## src/rtl/adder_seq.sv

```systemverilog
// Multi-byte add sequencer: drives one external 8-bit adder a byte per clock, LSB first.
// Optional subtract support is enabled with the ADDSEQ_SUB_EN macro (adds the iSub port).
module adder_seq #(
  parameter int NBYTES = 4
) (
  input  logic                  iClk,
  input  logic                  iRst_n,
  input  logic                  iStart,
  input  logic [8*NBYTES-1:0]   iOp_a,
  input  logic [8*NBYTES-1:0]   iOp_b,
  input  logic                  iC,
`ifdef ADDSEQ_SUB_EN
  input  logic                  iSub,
`endif
  output logic [7:0]            oAdd_a,
  output logic [7:0]            oAdd_b,
  output logic                  oAdd_c,
  input  logic [7:0]            iAdd_s,
  input  logic                  iAdd_c,
  output logic                  oBusy,
  output logic                  oDone,
  output logic [8*NBYTES-1:0]   oSum,
  output logic                  oC,
  output logic                  oOvf
);

  localparam int W  = 8 * NBYTES;
  localparam int KW = $clog2(NBYTES);
  localparam logic [KW-1:0] KLAST = KW'(NBYTES - 1);

  typedef enum logic [1:0] {IDLE, RUN, DONE} state_t;

  state_t          state, stateNext;
  logic [KW-1:0]   k;
  logic            creg;
  logic [W-1:0]    opA, opB, acc, sumNext;
  logic [W-1:0]    bEff;
  logic            cEff;
  logic            startAcc, lastByte;

`ifdef ADDSEQ_SUB_EN
  assign bEff = iSub ? ~iOp_b : iOp_b;
  assign cEff = iSub ? 1'b1 : iC;
`else
  assign bEff = iOp_b;
  assign cEff = iC;
`endif

  assign startAcc = (state == IDLE) && iStart;
  assign lastByte = (state == RUN) && (k == KLAST);

  always_comb begin
    stateNext = state;
    case (state)
      IDLE:    if (iStart) stateNext = RUN;
      RUN:     if (k == KLAST) stateNext = DONE;
      DONE:    stateNext = IDLE;
      default: stateNext = IDLE;
    endcase
  end

  always_comb begin
    oBusy  = (state != IDLE);
    oDone  = (state == DONE);
    oAdd_a = 8'h00;
    oAdd_b = 8'h00;
    oAdd_c = 1'b0;
    if (state == RUN) begin
      oAdd_a = opA[{k, 3'b000} +: 8];
      oAdd_b = opB[{k, 3'b000} +: 8];
      oAdd_c = creg;
    end
  end

  // Partial result with the current byte merged in; on the last byte this is the full sum
  always_comb begin
    sumNext = acc;
    sumNext[{k, 3'b000} +: 8] = iAdd_s;
  end

  // Control and result registers (cleared by reset and by an accepted start)
  always_ff @(posedge iClk or negedge iRst_n) begin
    if (!iRst_n) begin
      state <= IDLE;
      k     <= '0;
      creg  <= 1'b0;
      oSum  <= '0;
      oC    <= 1'b0;
      oOvf  <= 1'b0;
    end else begin
      state <= stateNext;
      if (startAcc) begin
        k    <= '0;
        creg <= cEff;
        oSum <= '0;
        oC   <= 1'b0;
        oOvf <= 1'b0;
      end else if (state == RUN) begin
        creg <= iAdd_c;
        k    <= lastByte ? '0 : k + 1'b1;
        if (lastByte) begin
          oSum <= sumNext;
          oC   <= iAdd_c;
          oOvf <= (opA[W-1] == opB[W-1]) && (sumNext[W-1] != opA[W-1]);
        end
      end
    end
  end

  // Operand and partial-sum datapath
  always_ff @(posedge iClk) begin
    if (startAcc) begin
      opA <= iOp_a;
      opB <= bEff;
    end
    if (state == RUN) acc <= sumNext;
  end

endmodule

```

## config.mk

```make
export PLATFORM = sky130hd
export DESIGN_NAME = adder_seq
export DESIGN_NICKNAME = d
export VERILOG_FILES = /design/src/rtl/adder_seq.sv
export SDC_FILE = /design/constraint.sdc
export NUM_CORES = 1
export LEC_CHECK = 0
export ABC_AREA = 0
export CAP_MARGIN = 15
export CORE_MARGIN = 2
export CORE_UTILIZATION = 50
export CTS_CLUSTER_DIAMETER = 150
export DETAILED_ROUTE_END_ITERATION = 7
export HOLD_SLACK_MARGIN = 0.15
export PLACE_DENSITY = 0.8
export REMOVE_ABC_BUFFERS = 1
export SYNTH_ARGS = -nofsm -noshare
export SYNTH_HDL_FRONTEND = slang
export SYNTH_SLANG_ARGS = --single-unit
```

## constraint.sdc

```tcl
create_clock -name iClk -period 6.3 [get_ports iClk]
set_input_delay 0.63 -clock iClk [delete_from_list [all_inputs] [get_ports iClk]]
set_output_delay 0.63 -clock iClk [all_outputs]
set_load 0.1 [all_outputs]
```

# Word-level counts from Yosys, hierarchy flattened
# Cells that the tools add are included.
# classes
addsub	2
multipliers	0
div	0
magnitude_cmp	0
n_eq_ne	7
n_shift	4
muxes	21
bitwise_logic	0
n_reduce_logical	9
# ops
op	n
$mux 32	3
$shiftx 32x6->8	2
$bwmux 32	1
$shift 8x7->32 const A	1
$shiftx 8x7->32	1
$mux 8	2
$mux 2	5
$mux 1	9
$neg 5->7	1
$reduce_bool 2->1	3
$eq 2x2->1 const B	2
$ne 2x2->1 const B	2
$pmux 2 s2	1
$reduce_and 2->1	2
$logic_and 1x1->1	3
$add 2x1->2 const B	1
$eq 2x1->1 const B	1
$logic_not 2->1	1
$eq 1x1->1	1
$ne 1x1->1	1
# word_totals
register_bits	135
latch_bits	0
ramBits	0
romBits	0
inputBits	77
out_inout_bits	53
word_cells	52
mem_count	0

# Depth between registers and ports, before layout
# depth
ltp_word	8
ltp_mapped	9
ltp_nobuf	6

# Worst setup path after synthesis
# No wires, ideal clock.
# synth_timing
path_kind	register to register
from	register state[0]
to	register opA[0] (enable)
setup_ns	0.488
arrival_ns	3.808
t_required_ns	5.812
setup_slack_ns	2.003
path_stages_with_launch	4
n_path_buf	1
period_less_slack_ns	4.297
path_cell_list	dfrtp_1 > buf_4 > or2_2 > nor2_1
# synth_via
elab_chain_cells	2
# synth_lines
element	line_no	text
start, declared	33	state_t state, stateNext;
start signal, assigned	91	state <= stateNext;
$logic_not 2->1	49	assign startAcc = (state == IDLE) && iStart;
$logic_and 1x1->1	49	
net startAcc	39	logic startAcc, lastByte;
end signal, assigned	113	opA <= iOp_a;
end, declared	36	logic [W-1:0] opA, opB, acc, sumNext;
# The timed path passes the listed nets, and every way through them passes these cells.
# A chain may end at the register's enable or synchronous reset.

# Final worst setup path
# layout_timing
from	register state[1]
to	output oAdd_a[0]
# layout_via
elab_chain_cells	2
# layout_lines
element	line_no	text
$eq 2x1->1	68	if (state == RUN) begin
$mux 8	68	
end, declared	15	output logic [7:0] oAdd_a,
# No other way between the ends.

==> load_flow_metrics.sql <==
INSERT INTO impl_metrics (metric_group, metric, value, unit) VALUES
('run_status', 'run_status', 'complete, no violations', ''),
('cells_and_area', 'drive_gt1_frac', '0.1283', ''),
('clock_tree', 'post-cts-setup-buffer-count', '0', ''),
('cells_and_area', 'nNetsFinal', '569', ''),
('clock_tree', 'cts-htree-levels', '4', ''),
('setup_path', 'crit_path_start_kind', 'register', ''),
('clock_tree', 'insertion_delay_to_the_later_sink_of_the_worst_skew_pair', '0.51', 'ns'),
('setup_path', 'ws_path_type', 'register to primary output', ''),
('flow_run', 'timing.max_cap.violations', '0', ''),
('detailed_routing', 'detail-route-antenna-nets', '0', ''),
('grt', 'grt_usage', '0.2024', ''),
('cells_and_area', 'diodes', '0', ''),
('sta', 'relSlewSlack', '0.3129', ''),
('sta', 'fmaxAchievable', '259.7', 'MHz'),
('floorplan', 'dieArea', '11890', 'um2'),
('setup_path', 'critical_path_endpoint_category', 'primary output', ''),
('setup_path', 'worst_path_largest_cell_delay', '1.13', 'ns'),
('yosys', 'netlist_instances', '355', ''),
('clock_tree', 'clock_tree.root_cell', 'clkbuf_8', ''),
('clock_tree', 'clock-sinks', '135', ''),
('yosys', 'post-synth-top-area-cell', 'edfxtp_1', ''),
('cells_and_area', 'sequential_standard_cell_area', '3859', 'um2'),
('sta', 'period_share', '0.6112', ''),
('grt', 'grt_first_pass_wirelength', '17640', 'um'),
('cells_and_area', 'syn_to_final_growth', '35.50', '%'),
('floorplan', 'placeableCoreArea', '10790', 'um2'),
('grt', 'largest_net_degree_at_the_start_of_global_routing', '66', ''),
('clock_tree', 'clkTransAtPathRegs', '0.06', 'ns'),
('setup_path', 'worst_path_dominant_cell_family', 'buffers and inverters', ''),
('yosys', 'synth_edf_count', '96', ''),
('floorplan', 'num_io_pins', '130', ''),
('detailed_routing', 'dr.pass1.iters', '5', ''),
('sta', 'final.hold.worst_slack', '0.2247', 'ns'),
('sta', 'setup_repair_after_global_routing_missed_its_margin', 'false', ''),
('clock_tree', 'cts_buffers', '17', ''),
('clock_tree', 'tritoncts_clock_tree', 'built', ''),
('detailed_routing', 'vias_per_cell', '5.304', ''),
('detailed_routing', 'detail_route.iter0.violations', '166', ''),
('setup_path', 'crit_path_top_delay_cell', 'clkdlybuf4s50_1', ''),
('sta', 'report.final.setup_viol', '0', ''),
('detailed_routing', 'routed_wirelength', '11150', 'um'),
('floorplan', 'die_w', '109.1', 'um'),
('yosys', 'register_area_share_after_synthesis', '0.6992', ''),
('placed_design', 'buffer_ports.inserted', '129', ''),
('detailed_routing', 'wire_per_inst', '17.44', 'um'),
('floorplan', 'die_height', '109.1', 'um'),
('yosys', 'synth.yosys.warnings', '0', ''),
('floorplan', 'initial_utilization', '0.5114', ''),
('yosys', 'syn_area_per_cell', '15.55', 'um2'),
('placed_design', 'hpwl', '7417', 'um'),
('grt', 'grt_antenna_before_repair', '0', ''),
('floorplan', 'placement_rows', '38', ''),
('setup_path', 'worst-path-buf-inv', '2', ''),
('sta', 'final_max_slew_viol_count', '0', ''),
('detailed_routing', 'dr_total_vias', '3389', ''),
('yosys', 'ys_top_cells_by_area', 'edfxtp_1 (52%), dfrtp_1 (18%), mux4_2 (6.5%)', ''),
('setup_path', 'worstPathCellList', 'nand2b_1, inv_2, and2_1, clkdlybuf4s50_1', ''),
('setup_path', 'critical_path.max_fanout', '51', ''),
('clock_tree', 'clk_path_buf_depth', '2', ''),
('grt', 'grt_pass1_vias', '3494', ''),
('yosys', 'yosysTopAreaCellShare', '0.5223', ''),
('yosys', 'synth-async-reset-ratio', '0.2889', ''),
('clock_tree', 'cts_hold_buf', '0', ''),
('sta', 'final_period_minus_worst_setup_slack', '3.850', 'ns'),
('sta', 'timing_hold_violations_final', '0', ''),
('sta', 'finalSetupTns', '0', 'ns'),
('yosys', 'ys_ff_latch', '135', ''),
('setup_path', 'required', '5.67', 'ns'),
('grt', 'grt_remaining_overflow', '0', ''),
('cells_and_area', 'n_fill_cell', '767', ''),
('clock_tree', 'cts_resized', '0', ''),
('setup_path', 'crit_arrival', '3.22', 'ns'),
('yosys', 'netlist_area', '5519', 'um2'),
('placed_design', 'gp_congestion', '0.7840', ''),
('sta', 'worstMarginPinSlew', '1.027', 'ns'),
('detailed_routing', 'drt_drc', '0', ''),
('worst_hold_path', 'min_delay_worst_type', 'input pin to asynchronous set/reset pin', ''),
('cells_and_area', 'multi_input_logic_area', '1373', 'um2'),
('yosys', 'dominantRegCellSynth', 'edfxtp_1', ''),
('yosys', 'ys_types', '35', ''),
('sta', 'worst_clock_skew', '0.006388', 'ns');
final cells by class:
class	instances	share of cell area
Sequential cell	135	0.5160
Multi-Input combinational cell	163	0.1835
Timing Repair Buffer	132	0.1777
Clock buffer	23	0.06943
Tap cell	140	0.02342
Inverter	37	0.01857
Clock inverter	9	0.01138
through the flow:
stage / setup slack, ns / std cells / util / cell area (um2)
6_report: 2.450 / 639 / 0.6929 / 7478
5_1_grt: 2.244 / 639 / 0.6929 / 7478
4_1_cts: 2.383 / 638 / 0.6904 / 7451
3_5_place_dp: 2.958 / 606 / 0.6344 / 6847
3_3_place_gp: 3.028 / 606 / 0.6344 / 6847
2_1_floorplan: 2.046 / 335 / - / 5363
sequential cells by signal (all words and copies together) (netlist names):
signal,count
oOvf,1
acc,32
oC,1
k,2
opA,32
opB,32
state,2
creg,1
oSum,32
worst paths after layout:
| path | startpoint | endpoint | slack, ns | cells past startpoint |
|---|---|---|---|---|
| setup / recovery | state[1]$_DFFE_PN0P_ | oAdd_a[0] | 2.45 | 4 |
| hold / removal | iRst_n | oSum[10]$_DFFE_PN0P_ | 0.22 | 1 |
| setup reg to reg | k[1]$_DFFE_PN0P_ | oOvf$_DFFE_PN0P_ | 3.65 | 6 |
| hold reg to reg | oOvf$_DFFE_PN0P_ | oOvf$_DFFE_PN0P_ | 0.49 | 2 |
| max in group asynchronous | iRst_n | state[0]$_DFFE_PN0P_ | 5.54 | 1 |
| min in group iClk | oOvf$_DFFE_PN0P_ | oOvf$_DFFE_PN0P_ | 0.49 | 2 |
cells in the mapped netlist (2+ instances only):
cell type / number
edfxtp_1: 96
o22ai_1: 8
o21ai_0: 15
o21ai_2: 3
mux2i_1: 2
nand2_1: 14
nor2_1: 2
nor3b_4: 3
nor2b_1: 2
inv_1: 35
ha_1: 6
dfrtp_1: 39
mux4_2: 16
o21ai_1: 7
buf_2: 7
nand3_1: 23
inv_2: 2
a22o_1: 32
a21oi_1: 3
and2_1: 18
buf_6: 5
clkbuf_8: 2
clkbuf_1: 3
layer usage:
metal / part of all wire / vias to the layer above / track usage
li1: - / 1590 / -
met1: 0.40 / 1645 / 0.2582
met2: 0.50 / 141 / 0.3199
met3: 0.081 / 13 / 0.06037
met4: 0.015 / 0 / 0.09341
met5: 0 / - / 0
layout by cell type, fill, tap and decap left out, types with 5 or more instances in the layout:
master,synthesis,layout
ha_1,6,6
o21ai_1,7,7
nand2_1,14,14
clkdlybuf4s50_1,0,128
clkbuf_8,2,5
nand3_1,23,23
mux4_2,16,16
a22o_1,32,32
inv_1,35,35
edfxtp_1,96,96
o21ai_0,15,15
dfrtp_1,39,39
clkbuf_16,0,18
o22ai_1,8,8
and2_1,18,18
kinds of logic (layout without fill, tap and decap cells):
group	after synthesis	count (layout)	share of synthesized area
AOI/OAI and AO/OA	72	72	0.09340
adders and majority gates	6	6	0.01360
buffers and inverters	57	201	0.05350
DFF	135	135	0.6992
muxes	18	18	0.06892
and+or+nand+nor	67	67	0.07141
Power is not shown: default switching activity piles up to over one toggle a cycle in this logic, so the estimate is an artifact.
==> variant 1, RTL diff (same settings) <==
Set the parameter `NBYTES` to 2 (it was 4).
--- a/src/rtl/adder_seq.sv
+++ b/src/rtl/adder_seq.sv
@@ -2,5 +2,5 @@
 // Optional subtract support is enabled with the ADDSEQ_SUB_EN macro (adds the iSub port).
 module adder_seq #(
-  parameter int NBYTES = 4
+  parameter int NBYTES = 2
 ) (
   input  logic                  iClk,
Interface: changed (resized iOp_a, iOp_b and oSum); port bits go from 130 to 82. No check against the original RTL was run, so the function may have changed too.
==> variant 1 against the unedited design <==
Routed wire length fell by 59%. Cell area fell by 53%. Sequential cell count fell by 71. Worst setup slack improved by 0.30 ns. Maximum frequency rose by 8.5%. Area after synthesis fell by 54%. Critical path type unchanged.
Power is not shown: default switching activity piles up to over one toggle a cycle in this logic, so the estimate is an artifact.
==> variant 1: results (changes against the unedited design) <==
Status
  • Run status: finished clean

Yosys
  • Post-synthesis sequential area ratio: 0.720 (+0.0209)
  • Synth async-reset ratio: 0.344 (+0.0549)
  • Post-synthesis compound-gate area fraction: 0.0816 (-0.0119)
  • Area share of fa/ha/maj cells after synthesis: 0 (-0.0136)
  • Count of cell types in the netlist: 23 (-34%)
  • Mux share of post-synthesis cell area: 0.108 (+0.0395)
  • Largest cells by area after synthesis: edfxtp_1 (50%), dfrtp_1 (22%), mux2i_1 (6.4%)

Clocking
  • Num CTS Buffers: 9 (-8)
  • Later-pin clock latency in the skew report: 0.33 ns (-0.18 ns)

Worst setup path
  • WP data arrival: 2.92 ns (-0.30 ns)
  • Crit Path Max Fanout: 17 (-67%)
  • Critical path endpoint: oAdd_c
  • Cells on worst reg2reg path: 4 (-2)

STA
  • Slew @ Worst Pin: 0.993 ns (-0.0346 ns)

Final layout
  • Fillers: 325 (-58%)
  • Share of layout cells above drive strength 1: 0.112 (-0.0158)

Route
  • Wire length per cell: 14.5 um (-17%)
  • Vias per inst: 4.98 (-6.1%)
  • First-pass DRT Iterations: 4 (-1)

Global route
  • Vias in the first global route: 1631 (-53%)
  • GRT Util Overall: 0.184 (-0.0188)
  • First-pass GRT wire length: 7360 um (-58%)

Worst hold path
  • HP Class: flip-flop to flip-flop

Placement
  • # placed instances: 300 (-50%)
-- variant 1: cell types whose count changed in the layout (fill, tap and decap cells not counted), moves of 15 or more --
| cell | before | now |
|---|---|---|
| clkdlybuf4s50_1 | 128 | 81 |
| nand3_1 | 23 | 0 |
| nor2_1 | 1 | 16 |
| and2_1 | 18 | 1 |
| dfrtp_1 | 39 | 22 |
| edfxtp_1 | 96 | 42 |
| inv_1 | 35 | 2 |
| clkbuf_16 | 18 | 0 |
| mux4_2 | 16 | 0 |
-- variant 1: worst min-delay path: cells and delay by family (launching register included) --
family           cells  cell delay, ns
flip-flops           1            0.34
AO/OA/AOI/OAI        1            0.06
AND/OR/NAND/NOR      1            0.04
-- variant 1: metal layers --
layer	vias to the layer above	global-route usage	part of all wire	wire length (um)
li1	758	-	-	-
met1	734	0.214	0.40	1860
met2	76	0.286	0.47	2150
met3	6	0.104	0.11	521
met4	0	0.0655	0.014	65
met5	-	0	0	0
-- variant 1: kinds of logic after synthesis --
logic type	Yosys count
AOI/OAI and AO/OA	26
buffers and inverters	14
muxes	26
and+or+nand+nor	31
DFF	64
-- variant 1: cell type report --
type | instances | share of cell area
Sequential cell | 64 | 0.512
Clock buffer | 11 | 0.0372
Multi-Input combinational cell | 83 | 0.177
Timing Repair Buffer | 83 | 0.234
Inverter | 3 | 0.00318
Clock inverter | 5 | 0.0134
Tap cell | 67 | 0.0237
-- variant 1: per-stage QoR --
step | hold WS, ns | worst slack, ns | instance area (um^2) | utilization
2_1_floorplan | 0.334 | 3.18 | 2440 | -
3_3_place_gp | 0.471 | 3.13 | 3360 | 0.701
3_5_place_dp | 0.467 | 3.09 | 3360 | 0.701
4_1_cts | 0.480 | 2.70 | 3540 | 0.739
5_1_grt | 0.530 | 2.57 | 3540 | 0.739
6_report | 0.480 | 2.75 | 3540 | 0.739
==> variant 2, RTL diff (same settings) <==
Without the edit above. Register the inputs `iStart`, `iOp_a`, `iAdd_s` and `iAdd_c` before use, with the module's reset. The logic sees them one clock later. The other inputs are not delayed to match.
--- a/src/rtl/adder_seq.sv
+++ b/src/rtl/adder_seq.sv
@@ -31,4 +31,23 @@
   typedef enum logic [1:0] {IDLE, RUN, DONE} state_t;
 
+  logic iStart_q;
+  logic [8*NBYTES-1:0] iOp_a_q;
+  logic [7:0] iAdd_s_q;
+  logic iAdd_c_q;
+
+  always_ff @(posedge iClk or negedge iRst_n) begin
+    if (!iRst_n) begin
+      iStart_q <= '0;
+      iOp_a_q  <= '0;
+      iAdd_s_q <= '0;
+      iAdd_c_q <= '0;
+    end else begin
+      iStart_q <= iStart;
+      iOp_a_q  <= iOp_a;
+      iAdd_s_q <= iAdd_s;
+      iAdd_c_q <= iAdd_c;
+    end
+  end
+
   state_t          state, stateNext;
   logic [KW-1:0]   k;
@@ -47,5 +66,5 @@
 `endif
 
-  assign startAcc = (state == IDLE) && iStart;
+  assign startAcc = (state == IDLE) && iStart_q;
   assign lastByte = (state == RUN) && (k == KLAST);
 
@@ -53,5 +72,5 @@
     stateNext = state;
     case (state)
-      IDLE:    if (iStart) stateNext = RUN;
+      IDLE:    if (iStart_q) stateNext = RUN;
       RUN:     if (k == KLAST) stateNext = DONE;
       DONE:    stateNext = IDLE;
@@ -76,5 +95,5 @@
   always_comb begin
     sumNext = acc;
-    sumNext[{k, 3'b000} +: 8] = iAdd_s;
+    sumNext[{k, 3'b000} +: 8] = iAdd_s_q;
   end
 
@@ -97,9 +116,9 @@
         oOvf <= 1'b0;
       end else if (state == RUN) begin
-        creg <= iAdd_c;
+        creg <= iAdd_c_q;
         k    <= lastByte ? '0 : k + 1'b1;
         if (lastByte) begin
           oSum <= sumNext;
-          oC   <= iAdd_c;
+          oC   <= iAdd_c_q;
           oOvf <= (opA[W-1] == opB[W-1]) && (sumNext[W-1] != opA[W-1]);
         end
@@ -111,5 +130,5 @@
   always_ff @(posedge iClk) begin
     if (startAcc) begin
-      opA <= iOp_a;
+      opA <= iOp_a_q;
       opB <= bEff;
     end
Function: changed (Yosys sat finds a counterexample within 4 cycles, from zero or initial values and one cycle with iRst_n low).
==> variant 2 against the unedited design <==
Sequential share of layout area rose by 5.7 points. Area after synthesis grew 19%. Global-route usage shrank 0.76 points. Highest routed layer unchanged. Worst setup slack worse by 0.014 ns. Sequential cell count is 42 higher. Final cell count grew 11%. Cell area rose by 15%. Routed wire length grew 14%.
Power is left out: the tool's default activity adds up to more than one toggle a clock period on the data nets, which glitch-free logic cannot reach.
==> variant 2: results (changes against the unedited design) <==
Route
  • Wire length per cell: 17.8 um (+2.2%)
  • DRT met1 WL: 5160 um (+14%)
  • First-pass DRT Iterations: 4 (-1)
  • Vias per inst: 5.26 (-0.80%)
  • Drt total wl: 12700 um (+14%)
  • Met3 wire length: 1030 um (+15%)
  • Met2 routed WL: 6340 um (+14%)

Yosys
  • Synth async-reset ratio: 0.458 (+0.169)
  • Most frequent cells after synthesis: edfxtp_1 (96), dfrtp_1 (81), inv_1 (35)
  • Syn_area_per_cell: 16.5 um^2 (+6.4%)
  • Post-synthesis sequential area ratio: 0.750 (+0.0504)

Global route
  • GR Util met1: 0.248 (-0.0103)
  • Global-route met2 utilization: 0.313 (-0.00738)
  • Vias in the first global route: 3901 (+12%)
  • GRT Util Overall: 0.195 (-0.00765)
  • Pin count of the biggest net entering global routing: 82 (+24%)
  • First-pass GRT wire length: 20500 um (+16%)
  • Grt met3 use: 0.0695 (+0.00913)

Clocking
  • Later-pin clock latency in the skew report: 0.43 ns (-0.08 ns)
  • CTS Root Cell: clkbuf_16

STA
  • Slew headroom: 0.314 (+0.00118)
  • Min Tclk post-route: 3.86 ns (+0.0141 ns)
  • Clock Skews: 0.00719 ns (+0.000798 ns)

Worst setup path
  • Reg2reg setup slack: 3.54 ns (-0.11 ns)
  • WP data arrival: 3.23 ns (about the same)
  • Cells on worst reg2reg path: 4 (-2)
  • Reg-to-reg endpoint: oSum[19]$_DFFE_PN0P_
  • Crit Path Max Fanout: 52 (+2.0%)

Placement
  • Post-DP HPWL: 8290 um (+12%)
  • Pre-CTS WS: 2.89 ns (-0.0697 ns)
  • Post-Place Cell Area: 7940 um^2 (+16%)
  • Placer Congestion: 0.745 (-5.0%)

Status
  • Run status: finished clean

Final layout
  • # nets final: 610 (+7.2%)
  • Share of layout cells above drive strength 1: 0.113 (-0.0153)
## variant 2: changes by cell type in the layout (fill, tap and decap cells not counted), moves of 2 or more
cell       unedited run  this run
dfrtp_1              39        80
clkbuf_8              5         0
clkinv_2              3         0
inv_6                 1         4
bufinv_16             1         3
clkbuf_1              0         2
clkinv_1              0         2
inv_8                 0         2
o21ai_0              15        13
## variant 2: worst max-delay path by stage
| stage | startpoint | end | cells after the start |
|---|---|---|---|
| final | state[1]$_DFFE_PN0P_ | oAdd_a[6] | 4 |
| after global routing | state[0]$_DFFE_PN0P_ | oAdd_a[6] | 4 |
| after CTS | state[1]$_DFFE_PN0P_ | oAdd_a[6] | 4 |
| after detailed placement | state[1]$_DFFE_PN0P_ | oAdd_a[6] | 4 |
| after global placement | state[1]$_DFFE_PN0P_ | oAdd_a[0] | 4 |
| after floorplan | state[0]$_DFFE_PN0P_ | opA[0]$_DFFE_PP_ | 2 |
## variant 2: layout make-up
class	instances	area (um^2)
sequential	177	4910
fill	900	4150
multi-input combinational	163	1380
timing repair buffer	131	1320
clock buffer	19	433
tap	172	215
clock inverter	13	175
inverter	37	139
## variant 2: cell families (layout without fill, tap and decap cells)
| group | count (synthesis) | count (layout) | share of synthesized area |
|---|---|---|---|
| and+or+nand+nor | 67 | 67 | 0.0606 |
| DFF | 177 | 177 | 0.750 |
| adders and majority gates | 6 | 6 | 0.0115 |
| buffers and inverters | 56 | 200 | 0.0409 |
| muxes | 18 | 18 | 0.0581 |
| AOI/OAI and AO/OA | 72 | 72 | 0.0795 |
## variant 2: worst max-delay path: stages, from the launching register on
cell and delay [ns]:
dfrtp_1 0.43, nand2b_1 0.19, inv_2 0.73, and2_1 0.29, clkdlybuf4s50_1 1.15
